File: src/rtl/uart_rx.sv
// 8N1 UART receiver driven by an oversampled baud tick: synchronises rx,
// validates the start bit, centre-samples data and stop bits, strobes each byte.
module uart_rx #(
   parameter int OVERSAMPLE = 8,
   parameter int DATA_BITS  = 8
) (
   input  logic                 clk,
   input  logic                 rst_n,
   input  logic                 baud_tick,
   input  logic                 rx,
   output logic [DATA_BITS-1:0] data,
   output logic                 valid,
   output logic                 frame_err,
   output logic                 busy
);

   localparam int TW = $clog2(OVERSAMPLE);
   localparam int BW = (DATA_BITS > 1) ? $clog2(DATA_BITS) : 1;
   localparam logic [TW-1:0] HALF_M1  = TW'(OVERSAMPLE / 2 - 1);
   localparam logic [TW-1:0] FULL_M1  = TW'(OVERSAMPLE - 1);
   localparam logic [BW-1:0] LAST_BIT = BW'(DATA_BITS - 1);

   typedef enum logic [2:0] {IDLE, START, DATA, STOP, WAIT_IDLE} state_t;

   state_t                state_q, state_d;
   logic                  rx_meta_q, rx_s_q;
   logic [TW-1:0]         tick_cnt_q, tick_cnt_d;
   logic [BW-1:0]         bit_idx_q, bit_idx_d;
   logic [DATA_BITS-1:0]  shreg_q, shreg_d;
   logic [DATA_BITS-1:0]  data_q, data_d;
   logic                  valid_q, valid_d;
   logic                  frame_err_q, frame_err_d;

   // Two-flop synchroniser, idles high so reset never looks like a start edge
   always_ff @(posedge clk or negedge rst_n) begin
      if (!rst_n) begin
         rx_meta_q <= 1'b1;
         rx_s_q    <= 1'b1;
      end else begin
         rx_meta_q <= rx;
         rx_s_q    <= rx_meta_q;
      end
   end

   always_ff @(posedge clk or negedge rst_n) begin
      if (!rst_n) begin
         state_q     <= IDLE;
         tick_cnt_q  <= '0;
         bit_idx_q   <= '0;
         shreg_q     <= '0;
         data_q      <= '0;
         valid_q     <= 1'b0;
         frame_err_q <= 1'b0;
      end else begin
         state_q     <= state_d;
         tick_cnt_q  <= tick_cnt_d;
         bit_idx_q   <= bit_idx_d;
         shreg_q     <= shreg_d;
         data_q      <= data_d;
         valid_q     <= valid_d;
         frame_err_q <= frame_err_d;
      end
   end

   always_comb begin
      state_d     = state_q;
      tick_cnt_d  = tick_cnt_q;
      bit_idx_d   = bit_idx_q;
      shreg_d     = shreg_q;
      data_d      = data_q;
      valid_d     = 1'b0;
      frame_err_d = 1'b0;
      case (state_q)
         IDLE: begin
            // Start edge is watched every clock, not only on ticks
            if (!rx_s_q) begin
               state_d    = START;
               tick_cnt_d = '0;
            end
         end
         START: begin
            if (baud_tick) begin
               if (tick_cnt_q == HALF_M1) begin
                  tick_cnt_d = '0;
                  bit_idx_d  = '0;
                  state_d    = rx_s_q ? IDLE : DATA;
               end else begin
                  tick_cnt_d = tick_cnt_q + TW'(1);
               end
            end
         end
         DATA: begin
            if (baud_tick) begin
               if (tick_cnt_q == FULL_M1) begin
                  shreg_d[bit_idx_q] = rx_s_q;
                  tick_cnt_d         = '0;
                  if (bit_idx_q == LAST_BIT) state_d = STOP;
                  else                       bit_idx_d = bit_idx_q + BW'(1);
               end else begin
                  tick_cnt_d = tick_cnt_q + TW'(1);
               end
            end
         end
         STOP: begin
            if (baud_tick) begin
               if (tick_cnt_q == FULL_M1) begin
                  tick_cnt_d = '0;
                  if (rx_s_q) begin
                     data_d  = shreg_q;
                     valid_d = 1'b1;
                     state_d = IDLE;
                  end else begin
                     frame_err_d = 1'b1;
                     state_d     = WAIT_IDLE;
                  end
               end else begin
                  tick_cnt_d = tick_cnt_q + TW'(1);
               end
            end
         end
         // A held-low line (break) must rise before another start is accepted
         WAIT_IDLE: begin
            if (rx_s_q) state_d = IDLE;
         end
         default: state_d = IDLE;
      endcase
   end

   assign data      = data_q;
   assign valid     = valid_q;
   assign frame_err = frame_err_q;
   assign busy      = (state_q != IDLE);

endmodule

File: config.mk
export PLATFORM = sky130hd
export DESIGN_NAME = uart_rx
export DESIGN_NICKNAME = d
export VERILOG_FILES = /design/src/rtl/uart_rx.sv
export SDC_FILE = /design/constraint.sdc
export NUM_CORES = 1
export LEC_CHECK = 0
export ABC_AREA = 1
export BUFFER_PORTS_ARGS = -buffer_cell sky130_fd_sc_hd__buf_2
export CORE_AREA = 2 2 71 46
export DETAILED_ROUTE_END_ITERATION = 16
export DIE_AREA = 0 0 73 48
export PLACE_DENSITY = 0.8
export RECOVER_POWER = 100
export SLEW_MARGIN = 20
export SYNTH_ARGS = -nofsm -noshare
export SYNTH_HDL_FRONTEND = slang
export SYNTH_SLANG_ARGS = --single-unit
File: constraint.sdc
create_clock -name clk -period 2.1 [get_ports clk]
set_clock_uncertainty 0.15 [all_clocks]
set_input_delay 0.525 -clock clk [delete_from_list [all_inputs] [get_ports clk]]
set_output_delay 0.525 -clock clk [all_outputs]
set_load 0.02 [all_outputs]
==> results of run 1 <==
-- cells in the mapped netlist (all sizes together) --
| cell type | instances |
|---|---|
| buf | 3 |
| nor3 | 4 |
| inv | 23 |
| nand2 | 54 |
| nand3 | 16 |
| dfstp | 2 |
| ha | 6 |
| a21o | 1 |
| o21ai | 21 |
| a31oi | 1 |
| nand4 | 1 |
| nor2 | 16 |
| dfrtp | 27 |
| o211ai | 1 |
-- cells by family (layout without fill, tap and decap cells) --
| logic type | count (synthesis) | in the layout | synth area share, % |
|---|---|---|---|
| compound gates | 24 | 24 | 9.69 |
| flops | 29 | 29 | 48.6 |
| fa+ha+maj | 6 | 6 | 5.01 |
| buf+inv | 26 | 46 | 7.35 |
| simple gates | 91 | 91 | 29.3 |
-- registers in the layout (all words and copies together), names as in the netlist --
register / count
frame_err: 1
rx_meta_q: 1
bit_idx_q: 3
shreg_q: 8
tick_cnt_q: 3
state_q: 3
data: 8
valid: 1
rx_s_q: 1
-- worst reg2reg max path: stages (launching register included) --
cell and delay, ns:
dfrtp_1 0.40, ha_1 0.24, ha_1 0.20, nand2_1 0.13, inv_1 0.11, nand3_2 0.22
inv_1 0.13, nand2_1 0.09, nand2_1 0.05
-- final cells by class --
class                           instances  area [um^2]  area share (%)
Clock buffer                            7         86.3            5.18
Clock inverter                          1         30.0            1.80
Inverter                               23         86.3            5.18
Multi-Input combinational cell        121          629            37.8
Sequential cell                        29          728            43.7
Tap cell                               34         42.5            2.55
Timing Repair Buffer                   15         62.6            3.76
-- per-layer routing --
metal	up-vias	track usage (%)	wire (um)
met5	-	0	0
met2	28	28.8	1280
met1	560	25.5	1410
li1	597	-	-
met4	0	6.30	31
met3	4	5.68	160
-- worst paths after layout --
check                                    from       endpoint
worst max-delay path               state_q[2]           busy
worst min-delay path                       rx      rx_meta_q
worst max register to register  tick_cnt_q[0]        data[0]
worst min register to register      rx_meta_q         rx_s_q
max in group asynchronous               rst_n          valid
min in group asynchronous               rst_n  tick_cnt_q[0]
-- metrics by stage --
| step | std cells | util, % | hold slack (ns) |
|---|---|---|---|
| CTS | 230 | 61.2 | 0.132 |
| floorplan | 176 | - | 0.0794 |
| global placement | 222 | 57.0 | 0.197 |
| finish | 230 | 59.6 | 0.197 |
| global route | 230 | 59.6 | 0.187 |
| detailed placement | 222 | 57.0 | 0.198 |
-- power by group through the flow --
stage          combinational, mW  clock [mW]  sequential [mW]
4_1_cts                    0.541       0.597            0.677
6_report                   0.509       0.592            0.678
5_1_grt                    0.589       0.617            0.687
3_5_place_dp               0.536           0            0.687
2_1_floorplan              0.444           0            0.658
3_3_place_gp               0.524           0            0.684
-- cells in the final DEF, fill, tap and decap left out, types with 3 or more instances in the layout --
| cell | Yosys | layout |
|---|---|---|
| nand3_1 | 12 | 12 |
| inv_1 | 20 | 20 |
| dfrtp_1 | 27 | 27 |
| clkbuf_8 | 0 | 6 |
| nand2_2 | 3 | 3 |
| nor3_1 | 4 | 4 |
| nand3_2 | 4 | 4 |
| nand2_1 | 50 | 50 |
| clkbuf_1 | 0 | 13 |
| o21ai_0 | 13 | 19 |
| ha_1 | 6 | 6 |
| inv_2 | 3 | 3 |
| nor2_1 | 10 | 12 |
==> impl_metrics.json, run 1 <==
{
  "status": "completed",
  "clock_latency_ns": 0.27,
  "worstHoldPathType": "in2reg",
  "firstDrtPassIters": 8,
  "post-cts-setup-buffer-count": 0,
  "ys_types": 24,
  "combPwrFrac_pct": 28.6,
  "avgSynthCellArea_um2": 8.51,
  "yosysTopAreaCell": "dfrtp_1",
  "leakage_nw": 0.840,
  "synth_area_um2": 1500,
  "antenna_found_initial": 0,
  "synth_fp_nets": 186,
  "die_h_um": 48,
  "hpwl_um": 2130,
  "seq_power_share_pct": 38.1,
  "drive_gt1_share_pct": 14.3,
  "drtIter0Drc": 86,
  "netlist_instances": 176,
  "max-cap-violations": 0,
  "cts_hold_buf": 0,
  "yosysTopAreaCellShare_pct": 45.1,
  "fin_tns_setup_ns": 0,
  "switchingPower_mw": 0.619,
  "final_cell_area_um2": 1670,
  "diodes": 0,
  "cts_buffers": 5,
  "rows": 15,
  "worstPathCellList": "nor2_4, nand2_1, clkbuf_1",
  "startpoint_type": "flip-flop",
  "ios": 15,
  "layout_setup_ws_ns": 0.160,
  "p_int_mw": 1.16,
  "core_area_um2": 2800,
  "slew_headroom_pct": 0.861,
  "peakVddDrop_mv": 0.736,
  "n_fill_cell": 250,
  "worst-setup-path-type": "reg2out",
  "place_area_um2": 1590,
  "finalHoldViolCount": 0,
  "io_buffer_count": 14,
  "grt_usage_pct": 18.7,
  "wire_per_inst_um": 12.5,
  "slew_violations": 0,
  "grt_pass1_wl_um": 4810,
  "power.total_mw": 1.78,
  "hold_path_depth": 1,
  "synth_area_leaders": "dfrtp_1 45%, nand2_1 13%, ha_1 5.0%, inv_1 5.0%, o21ai_0 4.3%",
  "cts_buffer_depth": 2,
  "p_clk_share_pct": 33.3,
  "crit_family": "flip-flops",
  "post_cts_resized": 0,
  "cts.sinks": 29,
  "vias": 1189,
  "clkTransAtPathRegs_ns": 0.06,
  "cp.depth": 3,
  "remaining_drc_errors": 0,
  "reg2reg_depth": 8,
  "fin_nets": 205,
  "grt_pass1_vias": 1089,
  "finalWeightedCongestion": 0.956,
  "fin_crit_sh_pct": 92.4,
  "htreeDepth": 2,
  "vias_per_cell": 5.17,
  "yosysWarnings": 0,
  "dieArea_um2": 3500,
  "ys_seq_area_share_pct": 48.6,
  "cp_max_fo": 8,
  "routed_wirelength_um": 2880,
  "path_buf_inv": 1,
  "crit_required_ns": 1.42,
  "synth_seq_cells": 29,
  "min_period_ns": 1.94,
  "cp-end-kind": "output port",
  "worstMarginPinSlew_ns": 1.49,
  "post-place-ws_ns": 0.144,
  "die_x_um": 73,
  "overflow": 0,
  "cts_root_buffer": "clkbuf_8",
  "cp.arrival_ns": 1.26,
  "p_per_area_nw_per_um2": 1070,
  "rsz0062_at_grt": "false",
  "grt_max_degree": 30,
  "clock.fmax_mhz": 516,
  "sw_frac_of_total_pct": 34.8,
  "start_util_pct": 53.6,
  "slowest_delay_ns": 0.48,
  "cts_tree": "built",
  "area_delta_synth_final_pct": 11.2,
  "drt.antenna.violating_nets": 0,
  "setup_viol_count_final": 0,
  "r2r_slack_ns": 0.28,
  "slowest_stage": "dfrtp_1"
}
Note: power is estimated with default switching activity, not from simulation.
==> run 2, diff against run 1 <==
PLACE_DENSITY = 0.72   (was 0.8)
==> run 2 against run 1 <==
  * The run now ends with max-capacitance violations left
  * Design area fell by 1.2%
  * First-iteration DRC count fell by 38%
  * Clock-buffer cell count did not move
  * Critical path type unchanged
  * Largest cell class unchanged
==> impl_metrics.json, run 2 (synthesized netlist as in run 1, its figures left out) <==
{
  "ios": 15,
  "post-cts-setup-buffer-count": 0,
  "finalWeightedCongestion": 0.894,
  "drtIter0Drc": 53,
  "hpwl_um": 2130,
  "power.total_mw": 1.68,
  "clock_latency_ns": 0.28,
  "seq_area_um2": 728,
  "cts_hold_buf": 0,
  "cts_root_buffer": "clkbuf_8",
  "diodes": 0,
  "timing.rr.start": "tick_cnt_q[0]",
  "slew_headroom_pct": 0.435,
  "leakage_nw": 0.837,
  "multi_input_area_um2": 623,
  "cts_tree": "built",
  "slew_violations": 0,
  "die_x_um": 73,
  "vias_per_cell": 5.13,
  "slowest_delay_ns": 0.48,
  "status": "finished with violations",
  "core_area_um2": 2800,
  "min_period_ns": 1.93,
  "rows": 15,
  "cts_buffers": 5,
  "start_util_pct": 53.6,
  "grt_pass1_wl_um": 4550,
  "layout_commonest_cell": "nand2_1",
  "clock.fmax_mhz": 518,
  "cts_buffer_depth": 2,
  "max-cap-violations": 1,
  "fin_crit_sh_pct": 91.9,
  "io_buffer_count": 14,
  "clkTransAtPathRegs_ns": 0.06,
  "cp-end-kind": "output port",
  "slowest_stage": "dfrtp_1",
  "area_delta_synth_final_pct": 9.86,
  "drive_gt1_share_pct": 14.3,
  "worst-setup-path-type": "reg2out",
  "grt_max_degree": 30,
  "die_h_um": 48,
  "setup_viol_count_final": 0,
  "startpoint_type": "flip-flop",
  "reg2reg_depth": 8,
  "worstHoldPathType": "in2reg",
  "rsz0062_at_grt": "false",
  "routed_wirelength_um": 2790,
  "cts.sinks": 29,
  "final_cell_mix": "50 x nand2_1, 27 x dfrtp_1, 20 x inv_1, 20 x o21ai_0, 13 x nor2_1",
  "violations": "max-capacitance violations",
  "wire_per_inst_um": 12.1,
  "peakVddDrop_mv": 0.648,
  "min_to": "rx_meta_q",
  "reg2reg_to": "data[6]",
  "grt_usage_pct": 18.1,
  "overflow": 0,
  "cp_max_fo": 8,
  "n_fill_cell": 251,
  "p_per_area_nw_per_um2": 1020,
  "drt.antenna.violating_nets": 0,
  "r2r_slack_ns": 0.29,
  "dieArea_um2": 3500,
  "post_cts_resized": 0,
  "hp-start": "rx",
  "antenna_found_initial": 0,
  "vias": 1180,
  "fin_nets": 205,
  "worstPathCellList": "nor2_4, nand2_1, clkbuf_2",
  "crit_required_ns": 1.42,
  "finalHoldViolCount": 0,
  "grt_pass1_vias": 998,
  "htreeDepth": 2,
  "worstMarginPinSlew_ns": 1.49,
  "hold_path_depth": 1,
  "firstDrtPassIters": 4,
  "fin_tns_setup_ns": 0,
  "cp.arrival_ns": 1.26,
  "remaining_drc_errors": 0
}
[run 2: report_power, final]
part	switching [mW]	internal, mW
clock network	0.205	0.296
logic	0.338	0.167
registers	0.0682	0.608
[run 2: how the worst max path moves through the flow]
stage / from / endpoint / slack (ns) / depth (start not counted)
2_1_floorplan: tick_cnt_q[0] / data[4] / 0.48 / 8
3_3_place_gp: tick_cnt_q[0] / data[0] / 0.28 / 8
3_5_place_dp: tick_cnt_q[0] / data[6] / 0.18 / 8
4_1_cts: tick_cnt_q[0] / data[6] / 0.16 / 8
5_1_grt: state_q[2] / busy / 0.10 / 3
6_report: state_q[2] / busy / 0.17 / 3
[run 2: per-layer routing]
metal	track usage, %	part of all wire [%]	vias to the layer above
li1	-	-	599
met1	25.4	51	550
met2	27.2	43	27
met3	5.68	5.0	4
met4	5.56	0.83	0
met5	0	0	-
[run 2: cell type report]
type	count	share of cell area (%)
flip-flops and latches	29	44.3
multi-input cells	121	37.9
clock buffers	7	5.86
inverters	23	5.25
repair buffers	15	3.88
well taps	34	2.59
clock inverters	1	0.304
[run 2: metrics by stage]
step	util [%]	setup WS [ns]	cells	hold slack [ns]	area [um^2]
CTS	60.6	0.159	230	0.139	1700
floorplan	-	0.478	176	0.0794	1500
finish	58.8	0.170	230	0.196	1650
global placement	57.0	0.284	222	0.197	1590
global route	58.8	0.102	230	0.181	1650
detailed placement	57.0	0.182	222	0.200	1590
[run 2: worst max-delay path: cells and delay by family (launching register included)]
family	cells	cell delay, ns
flip-flops	1	0.48
AND/OR/NAND/NOR	2	0.34
buffers and inverters	1	0.16
